$ cat src/rtl/keypad_scan_4x4.sv
// keypad_scan_4x4: 4x4 matrix keypad scanner with frame-based debounce and one-clock press strobe
// Ports:
//    ck      system clock, rising edge
//    R       asynchronous active-low reset
//    Row     keypad rows, active-low, asynchronous to ck
//    Col     keypad columns, active-low, one column driven at a time
//    Key     code {row_idx, col_idx} of the last accepted key
//    Valid   one-cycle pulse when a new press is accepted
//    Pressed high from press acceptance until release acceptance
module keypad_scan_4x4 #(
   parameter int CLK_DIV    = 50_000,
   parameter int DEB_FRAMES = 4
) (
   input  logic       ck,
   input  logic       R,
   input  logic [3:0] Row,
   output logic [3:0] Col,
   output logic [3:0] Key,
   output logic       Valid,
   output logic       Pressed
);
   localparam logic [15:0] CNT_TOP = 16'(CLK_DIV - 1);
   localparam logic [3:0]  DEB     = 4'(DEB_FRAMES);
   typedef enum logic [1:0] {IDLE, DEB_PRESS, HELD, DEB_REL} state_t;
   state_t      state_q;
   logic [15:0] cnt_q, cnt_d;
   logic [3:0]  row_s1_q, row_s2_q;
   logic [1:0]  col_idx_q;
   logic [1:0]  acc_q, tot;
   logic [3:0]  acc_code_q, f_code, cand_q, fcnt_q, fcnt_inc, act;
   logic [2:0]  n_act, sum;
   logic [1:0]  row_hit;
   logic        tick, frame_end, one, none;
   assign Col = ~(4'b0001 << col_idx_q);
   // The active-bit count saturates at 2: the frame only needs NONE / ONE / MULTI.
   always_comb begin
      tick      = cnt_q == CNT_TOP;
      cnt_d     = tick ? '0 : cnt_q + 16'd1;
      frame_end = tick && col_idx_q == 2'd3;
      act       = ~row_s2_q;
      n_act     = {2'b0, act[0]} + {2'b0, act[1]} + {2'b0, act[2]} + {2'b0, act[3]};
      row_hit   = act[0] ? 2'd0 : act[1] ? 2'd1 : act[2] ? 2'd2 : 2'd3;
      sum       = {1'b0, acc_q} + n_act;
      tot       = sum > 3'd1 ? 2'd2 : sum[1:0];
      // When the frame total is one, the single hit is either in this column or already recorded.
      f_code    = n_act != 3'd0 ? {row_hit, col_idx_q} : acc_code_q;
      one       = tot == 2'd1;
      none      = tot == 2'd0;
      fcnt_inc  = fcnt_q + 4'd1;
   end
   always_ff @(posedge ck or negedge R) begin
      if (!R) begin
         cnt_q      <= '0;
         row_s1_q   <= 4'hf;
         row_s2_q   <= 4'hf;
         col_idx_q  <= '0;
         acc_q      <= '0;
         acc_code_q <= '0;
      end else begin
         cnt_q    <= cnt_d;
         row_s1_q <= Row;
         row_s2_q <= row_s1_q;
         if (tick) begin
            col_idx_q  <= col_idx_q + 2'd1;
            acc_q      <= frame_end ? 2'd0 : tot;
            acc_code_q <= frame_end ? 4'd0 : f_code;
         end
      end
   end
   always_ff @(posedge ck or negedge R) begin
      if (!R) begin
         state_q <= IDLE;
         fcnt_q  <= '0;
         cand_q  <= '0;
         Key     <= '0;
         Valid   <= 1'b0;
         Pressed <= 1'b0;
      end else begin
         Valid <= 1'b0;
         if (frame_end)
            case (state_q)
               IDLE:
                  if (one) begin
                     cand_q <= f_code;
                     fcnt_q <= 4'd1;
                     if (DEB == 4'd1) begin
                        Key     <= f_code;
                        Valid   <= 1'b1;
                        Pressed <= 1'b1;
                        state_q <= HELD;
                     end else
                        state_q <= DEB_PRESS;
                  end
               DEB_PRESS:
                  if (one && f_code == cand_q) begin
                     fcnt_q <= fcnt_inc;
                     if (fcnt_inc == DEB) begin
                        Key     <= cand_q;
                        Valid   <= 1'b1;
                        Pressed <= 1'b1;
                        state_q <= HELD;
                     end
                  end else if (one) begin
                     cand_q <= f_code;
                     fcnt_q <= 4'd1;
                  end else
                     state_q <= IDLE;
               HELD:
                  if (none) begin
                     fcnt_q <= 4'd1;
                     if (DEB == 4'd1) begin
                        Pressed <= 1'b0;
                        state_q <= IDLE;
                     end else
                        state_q <= DEB_REL;
                  end
               DEB_REL:
                  if (none) begin
                     fcnt_q <= fcnt_inc;
                     if (fcnt_inc == DEB) begin
                        Pressed <= 1'b0;
                        state_q <= IDLE;
                     end
                  end else
                     state_q <= HELD;
               default: state_q <= IDLE;
            endcase
      end
   end
endmodule

$ cat config.mk
export PLATFORM = sky130hd
export DESIGN_NAME = keypad_scan_4x4
export DESIGN_NICKNAME = d
export VERILOG_FILES = /design/src/rtl/keypad_scan_4x4.sv
export SDC_FILE = /design/constraint.sdc
export NUM_CORES = 1
export LEC_CHECK = 0
export CAP_MARGIN = 20
export CORE_MARGIN = 2
export CORE_UTILIZATION = 36
export CTS_BUF_LIST = sky130_fd_sc_hd__clkbuf_16
export DETAILED_ROUTE_END_ITERATION = 12
export PLACE_DENSITY = 0.55
export REMOVE_ABC_BUFFERS = 1
export SLEW_MARGIN = 5
export SYNTH_ARGS = -nofsm -noshare
export SYNTH_HDL_FRONTEND = slang
export SYNTH_SLANG_ARGS = --single-unit
$ cat constraint.sdc
create_clock -name ck -period 3.9 [get_ports ck]
set_input_delay 0.39 -clock ck [delete_from_list [all_inputs] [get_ports ck]]
set_output_delay 0.39 -clock ck [all_outputs]
set_load 0.05 [all_outputs]
==> flow_summary.ini, run 1 <==
[outcome]
outcome = finished, final reports clean

[setup_path]
path_cells = inv_1 -> fa_1 -> ha_1 -> ha_1 -> or3_1 -> nor4_1 -> a211oi_1 -> or3_4 -> nor3b_4 -> mux2_2
r2r_slack_ps = 260
rr_worst_depth = 10
crit_slowest_cell = dfstp_2
crit_buf_inv = 1
crit_family = simple AND/OR/NAND/NOR gates
crit_required_ps = 4060
worst-path-max-fanout = 7
max_stage_delay_ps = 560
critPathArrivalTime_ps = 3800
cpMostUsedCell = ha_1
r2r-end = Key[1]$_DFFE_PN0P_
critPathCaptureType = flip-flop
critPathKind = flip-flop to flip-flop
r2r-start = row_s2_q[0]$_DFF_PN1_
start_kind = flip-flop

[power_and_ir_drop]
power_density_mw_per_mm2 = 369
pwr-share-seq_pct = 47.4
sw_frac_of_total_pct = 21.6
peakVddDrop_mv = 0.230
cellInternalPower_w = 0.000840
p_sw_w = 0.000231
pwr-share-comb_pct = 8.9
p_leak_nw = 1.28
p_clk_share_pct = 43.8

[sta]
fmax_ghz = 0.275
hold_slack_ps = 74.3
worst_pin_slew_ps = 540
setup-tns-final_ps = 0
skew_ps = 5.44
period_minus_slack_ps = 3640
rsz0062_at_grt = no
fin_ws_ps = 265
finalCritPeriodShare_pct = 93.2
hold_viol = 0
slew_violations = 0
setup_violations = 0
worst_slew_margin_rel_pct = 63.7

[route]
antenna_left = 0
wl_per_cell_um = 13.5
vias_per_cell = 5.11
drc = 0
vias = 1716
drt_iter0_markers = 105
first_pass_iters = 5
finalWirelength_um = 4520

[global_route]
grt_pass1_vias = 1728
grt_max_degree = 49
globalRouteOverflowTotal = 0
grt_usage_pct = 13.6
antenna_found_initial = 0
grt_pass1_wl_um = 8270

[floorplanning]
start_util_pct = 36.7
io_pins = 16
die_w_um = 86.6
dieArea_mm2 = 0.00749
die_h_um = 86.6
core_mm2 = 0.00668
row_count = 30

[synthesis]
synth_top_area_cell = dfrtp_1
syn-instance-count = 235
synth.area.mux_share_pct = 3.57
synth-simple-area-share_pct = 19.7
synthAdderAreaFrac_pct = 6.73
async_flop_share_pct = 100
synthesis.area_mm2 = 0.00245
synth_top_family_by_area = simple AND/OR/NAND/NOR gates
synth_edf_count = 0
synth.distinct_cells = 49
ys_ff_latch = 48
avgSynthCellArea_um2 = 10.4
seq_area_frac_synth_pct = 49.4
synth_xor_area_share_pct = 5.35
synthFlopType = dfrtp_1
synthTopCellsByArea = dfrtp_1 (41%), dfstp_2 (8.6%), ha_1 (5.1%)
yosysTopAreaCellShare_pct = 40.8
yosysWarnings = 0
synth_compound_gate_area_share_pct = 11.6

[cts]
cts_max_path_buffers = 2
cts-root-buf = clkbuf_16
cts_setup_buffers = 0
cts_sinks = 48
tritoncts = done
clkTransAtPathRegs_ps = 60
numCtsBuffers = 5
insertion_delay_ps = 280
cts_max_level = 2

[final_layout]
fill_cells = 657
num_antenna_cells = 0
drive_gt1_share_pct = 14.8
area_growth_pct = 18.3
nets = 273

[place]
place.port_buffers = 15
dp_hpwl_um = 3290
dp_slack_ps = 164
gp_congestion = 0.801

[run]
cap_violations = 0

[hold_path]
hp-class = input pin to asynchronous set/reset pin
state kept, by name (all words and copies together) (netlist names), 4 cells and up:
register,count
cand_q,4
cnt_q,16
row_s2_q,4
fcnt_q,4
acc_code_q,4
row_s1_q,4
Key,4
cell usage after synthesis (3+ instances only):
cell       instances
dfrtp_1           40
nand2_1           24
inv_1             15
nor2_1            13
nand3_1           11
o21ai_0           11
ha_1              10
and3_1             8
dfstp_2            8
xnor2_1            8
xor2_1             7
mux2_2             6
o2bb2ai_1          6
nor3_1             5
clkbuf_1           4
nand2b_1           4
nor4_1             4
or2_2              4
a21oi_1            3
a31oi_1            3
o211ai_1           3
or3_1              3
power by group through the flow:
stage	sequential, W	combinational (W)	clock (W)
floorplan	0.000516	0.0000525	0
global placement	0.000516	0.0000870	0
detailed placement	0.000516	0.0000885	0
CTS	0.000507	0.0000892	0.000489
global route	0.000508	0.000108	0.000508
finish	0.000508	0.0000949	0.000469
worst max path at each step:
stage                                startpoint  depth (start not counted)  slack [ps]                  to
final                     row_s2_q[0]$_DFF_PN1_                         10         260  Key[1]$_DFFE_PN0P_
after global routing      row_s2_q[0]$_DFF_PN1_                         10          70  Key[1]$_DFFE_PN0P_
after CTS                 row_s2_q[0]$_DFF_PN1_                         10         150  Key[1]$_DFFE_PN0P_
after detailed placement  row_s2_q[0]$_DFF_PN1_                         10         160  Key[1]$_DFFE_PN0P_
after global placement    row_s2_q[0]$_DFF_PN1_                         10         230  Key[3]$_DFFE_PN0P_
after floorplan           row_s2_q[0]$_DFF_PN1_                         10         320  Key[0]$_DFFE_PN0P_
cell usage in the layout (no fill, tap or decap), types with 5 or more instances in the layout:
master,netlist,final
clkdlybuf4s50_1,0,14
and3_1,8,8
inv_1,15,16
xor2_1,7,7
o2bb2ai_1,6,6
mux2_2,6,6
o21ai_0,11,11
xnor2_1,8,8
nor3_1,5,5
nand3_1,11,11
nand2_1,24,24
dfstp_2,8,8
ha_1,10,10
nor2_1,13,13
clkbuf_16,0,5
dfrtp_1,40,40
per-layer routing:
metal | up-vias | global-route usage [%] | part of all wire, %
li1 | 866 | - | -
met1 | 825 | 19.0 | 49
met2 | 23 | 22.0 | 48
met3 | 2 | 2.86 | 2.6
met4 | 0 | 2.84 | 0.53
met5 | - | 0 | 0
through the flow:
step	util, %	instances	power (W)	cell area, µm²
after global placement	40.4	327	0.000603	2700
after CTS	42.9	335	0.00109	2860
after global routing	43.4	336	0.00112	2900
final	43.4	336	0.00107	2900
after floorplan	-	228	0.000568	2420
after detailed placement	40.4	327	0.000605	2700
area by class of cell:
type | instances | area, µm² | area share [%]
clock buffer | 5 | 125 | 4.31
clock inverter | 3 | 38.8 | 1.34
inverter | 15 | 56.3 | 1.94
multi-input combinational | 165 | 1170 | 40.5
sequential | 48 | 1210 | 41.7
tap | 80 | 100 | 3.45
timing repair buffer | 20 | 195 | 6.73
kinds of logic (layout without fill, tap and decap cells):
logic type / after synthesis / in the layout
AOI/OAI and AO/OA: 40 / 40
xor gates and xnor gates: 15 / 15
adders and majority gates: 12 / 12
buffers and inverters: 22 / 43
DFF: 48 / 48
muxes: 8 / 8
and+or+nand+nor: 90 / 90
timing repair:
| item | in CTS | in global routing |
|---|---|---|
| hold buffers | 0 | 0 |
| endpoints found under the setup margin | 0 | 4 |
| gates resized for setup | 0 | 3 |
(Power assumes the default switching activity.)
==> run 2: changes to the inputs <==
--- a/config.mk
+++ b/config.mk
@@ -12,7 +12,7 @@
 export DETAILED_ROUTE_END_ITERATION = 12
 export PLACE_DENSITY = 0.55
 export REMOVE_ABC_BUFFERS = 1
-export SLEW_MARGIN = 5
+export SLEW_MARGIN = 40
 export SYNTH_ARGS = -nofsm -noshare
 export SYNTH_HDL_FRONTEND = slang
 export SYNTH_SLANG_ARGS = --single-unit
==> constraint.sdc (replaced) <==
create_clock -name ck -period 3.8 [get_ports ck]
set_input_delay 0.38 -clock ck [delete_from_list [all_inputs] [get_ports ck]]
set_output_delay 0.38 -clock ck [all_outputs]
set_load 0.05 [all_outputs]
==> run 2 against run 1 <==
Via count grew 1.6%. Core utilization grew 0.075 points. Register-to-register slack lost 20 ps. Routed wire length grew 2.2%. Maximum frequency grew 2.3%. Largest cell class unchanged. Worst setup slack lost 18 ps. Total power grew 4.9%. Sequential share of layout area shrank 0.072 points.
==> flow_summary.ini, run 2 (synthesis results as in run 1) <==
[route]
wl_per_cell_um = 13.7
antenna_left = 0
vias_per_cell = 5.17
finalWirelength_um = 4620
vias = 1743
first_pass_iters = 4
drc = 0
drt_iter0_markers = 55

[final_layout]
area_growth_pct = 18.5
drive_gt1_share_pct = 15.6
largest_reg_flops = 16
layout_common_cells = dfrtp_1 (40), nand2_1 (24), inv_1 (15)
num_antenna_cells = 0
nets = 274
regMostFlops = cnt_q
final_common_cell = dfrtp_1

[sta]
fin_ws_ps = 246
worst_slew_margin_rel_pct = 57.8
setup_violations = 0
skew_ps = 8.47
hold_viol = 0
rsz0062_at_grt = no
worst_pin_slew_ps = 628
setup-tns-final_ps = 0
finalCritPeriodShare_pct = 93.5
fmax_ghz = 0.281
slew_violations = 0
period_minus_slack_ps = 3550

[place]
dp_hpwl_um = 3330
place.port_buffers = 15
gp_congestion = 0.782
dp_slack_ps = 133

[setup_path]
critPathKind = flip-flop to flip-flop
crit_required_ps = 3970
critPathCaptureType = flip-flop
worst-path-max-fanout = 7
r2r_slack_ps = 250
start_kind = flip-flop
critPathArrivalTime_ps = 3730

[floorplanning]
row_count = 30
dieArea_mm2 = 0.00749
die_h_um = 86.6
start_util_pct = 36.7
die_w_um = 86.6
core_mm2 = 0.00668
io_pins = 16

[cts]
numCtsBuffers = 5
cts_max_level = 2
clkTransAtPathRegs_ps = 70
insertion_delay_ps = 290
cts-root-buf = clkbuf_16
cts_max_path_buffers = 2
cts_sinks = 48
tritoncts = done

[power_and_ir_drop]
power_density_mw_per_mm2 = 387
peakVddDrop_mv = 0.236
p_leak_nw = 1.28

[global_route]
grt_usage_pct = 13.4
grt_pass1_wl_um = 7720
globalRouteOverflowTotal = 0
grt_pass1_vias = 1647
grt_max_degree = 49
antenna_found_initial = 0

[hold_path]
hp-class = input pin to asynchronous set/reset pin

[run]
cap_violations = 0

[outcome]
outcome = finished, final reports clean
## run 2: changes by cell type in the layout (fill, tap and decap cells not counted), sizes merged
cell	change
clkinvlp	+1
buf	+1
clkinv	-1
## run 2: metrics by stage
stage               hold WS [ps]  utilization (%)  area [µm²]  total power, W  cells
floorplan                   84.4                -        2420        0.000583    228
global placement             347             40.6        2720        0.000623    329
detailed placement           349             40.7        2720        0.000624    329
finish                      85.8             43.5        2910         0.00112    337
global route                 149             43.5        2910         0.00117    337
CTS                          128             43.2        2890         0.00114    337
## run 2: timing repair
action | in CTS | in global routing
buffers inserted | 0 | 0
gates resized for setup | 0 | 3
endpoints found under the setup margin | 0 | 4
hold buffers | 0 | 0
## run 2: critical path, stage by stage, from the launching register on
cell      delay [ps]
dfstp_2          570
inv_1             60
fa_1             470
ha_1             190
ha_1             240
or3_4            430
nor4_1           280
a211oi_1         100
or3_1            430
nor3b_4          300
mux2_2           370
## run 2: metal layers
| layer | GRT usage (%) | share of wire, % |
|---|---|---|
| met1 | 17.5 | 49 |
| met2 | 21.0 | 45 |
| met3 | 3.33 | 3.3 |
| met4 | 6.39 | 2.1 |
| met5 | 0 | 0 |
## run 2: cell type report
type | count | area [µm²]
Timing Repair Buffer | 21 | 193
Sequential cell | 48 | 1210
Multi-Input combinational cell | 165 | 1170
Tap cell | 80 | 100
Clock buffer | 5 | 125
Fill cell | 648 | 3770
Clock inverter | 3 | 46.3
Inverter | 15 | 56.3
## run 2: final timing paths
check                                            from               endpoint  depth (start not counted)
worst max-delay path            row_s2_q[0]$_DFF_PN1_     Key[1]$_DFFE_PN0P_                         10
worst min-delay path                                R  fcnt_q[2]$_DFFE_PN0P_                          1
worst max register to register  row_s2_q[0]$_DFF_PN1_     Key[1]$_DFFE_PN0P_                         10
worst min register to register  row_s1_q[1]$_DFF_PN1_  row_s2_q[1]$_DFF_PN1_                          0
max in group asynchronous                           R  fcnt_q[0]$_DFFE_PN0P_                          1
min in group ck                 row_s1_q[1]$_DFF_PN1_  row_s2_q[1]$_DFF_PN1_                          0
## run 2: power by group
group	internal [W]	total [W]	switching (W)	leakage, nW
Sequential	0.000519	0.000521	0.00000225	0.629
Clock	0.000313	0.000505	0.000192	0.0804
Combinational	0.0000376	0.0000979	0.0000603	0.569
==> run 3: changes to the inputs <==
==> constraint.sdc (replaced) <==
create_clock -name ck -period 3.8 [get_ports ck]
set_input_delay 0.95 -clock ck [delete_from_list [all_inputs] [get_ports ck]]
set_output_delay 0.95 -clock ck [all_outputs]
set_load 0.05 [all_outputs]
==> results of run 3 <==
Same layout as run 2 (identical final DEF). Status: finished, final reports clean.
Main changes from that run: hold slack 85.8 ps -> 354 ps
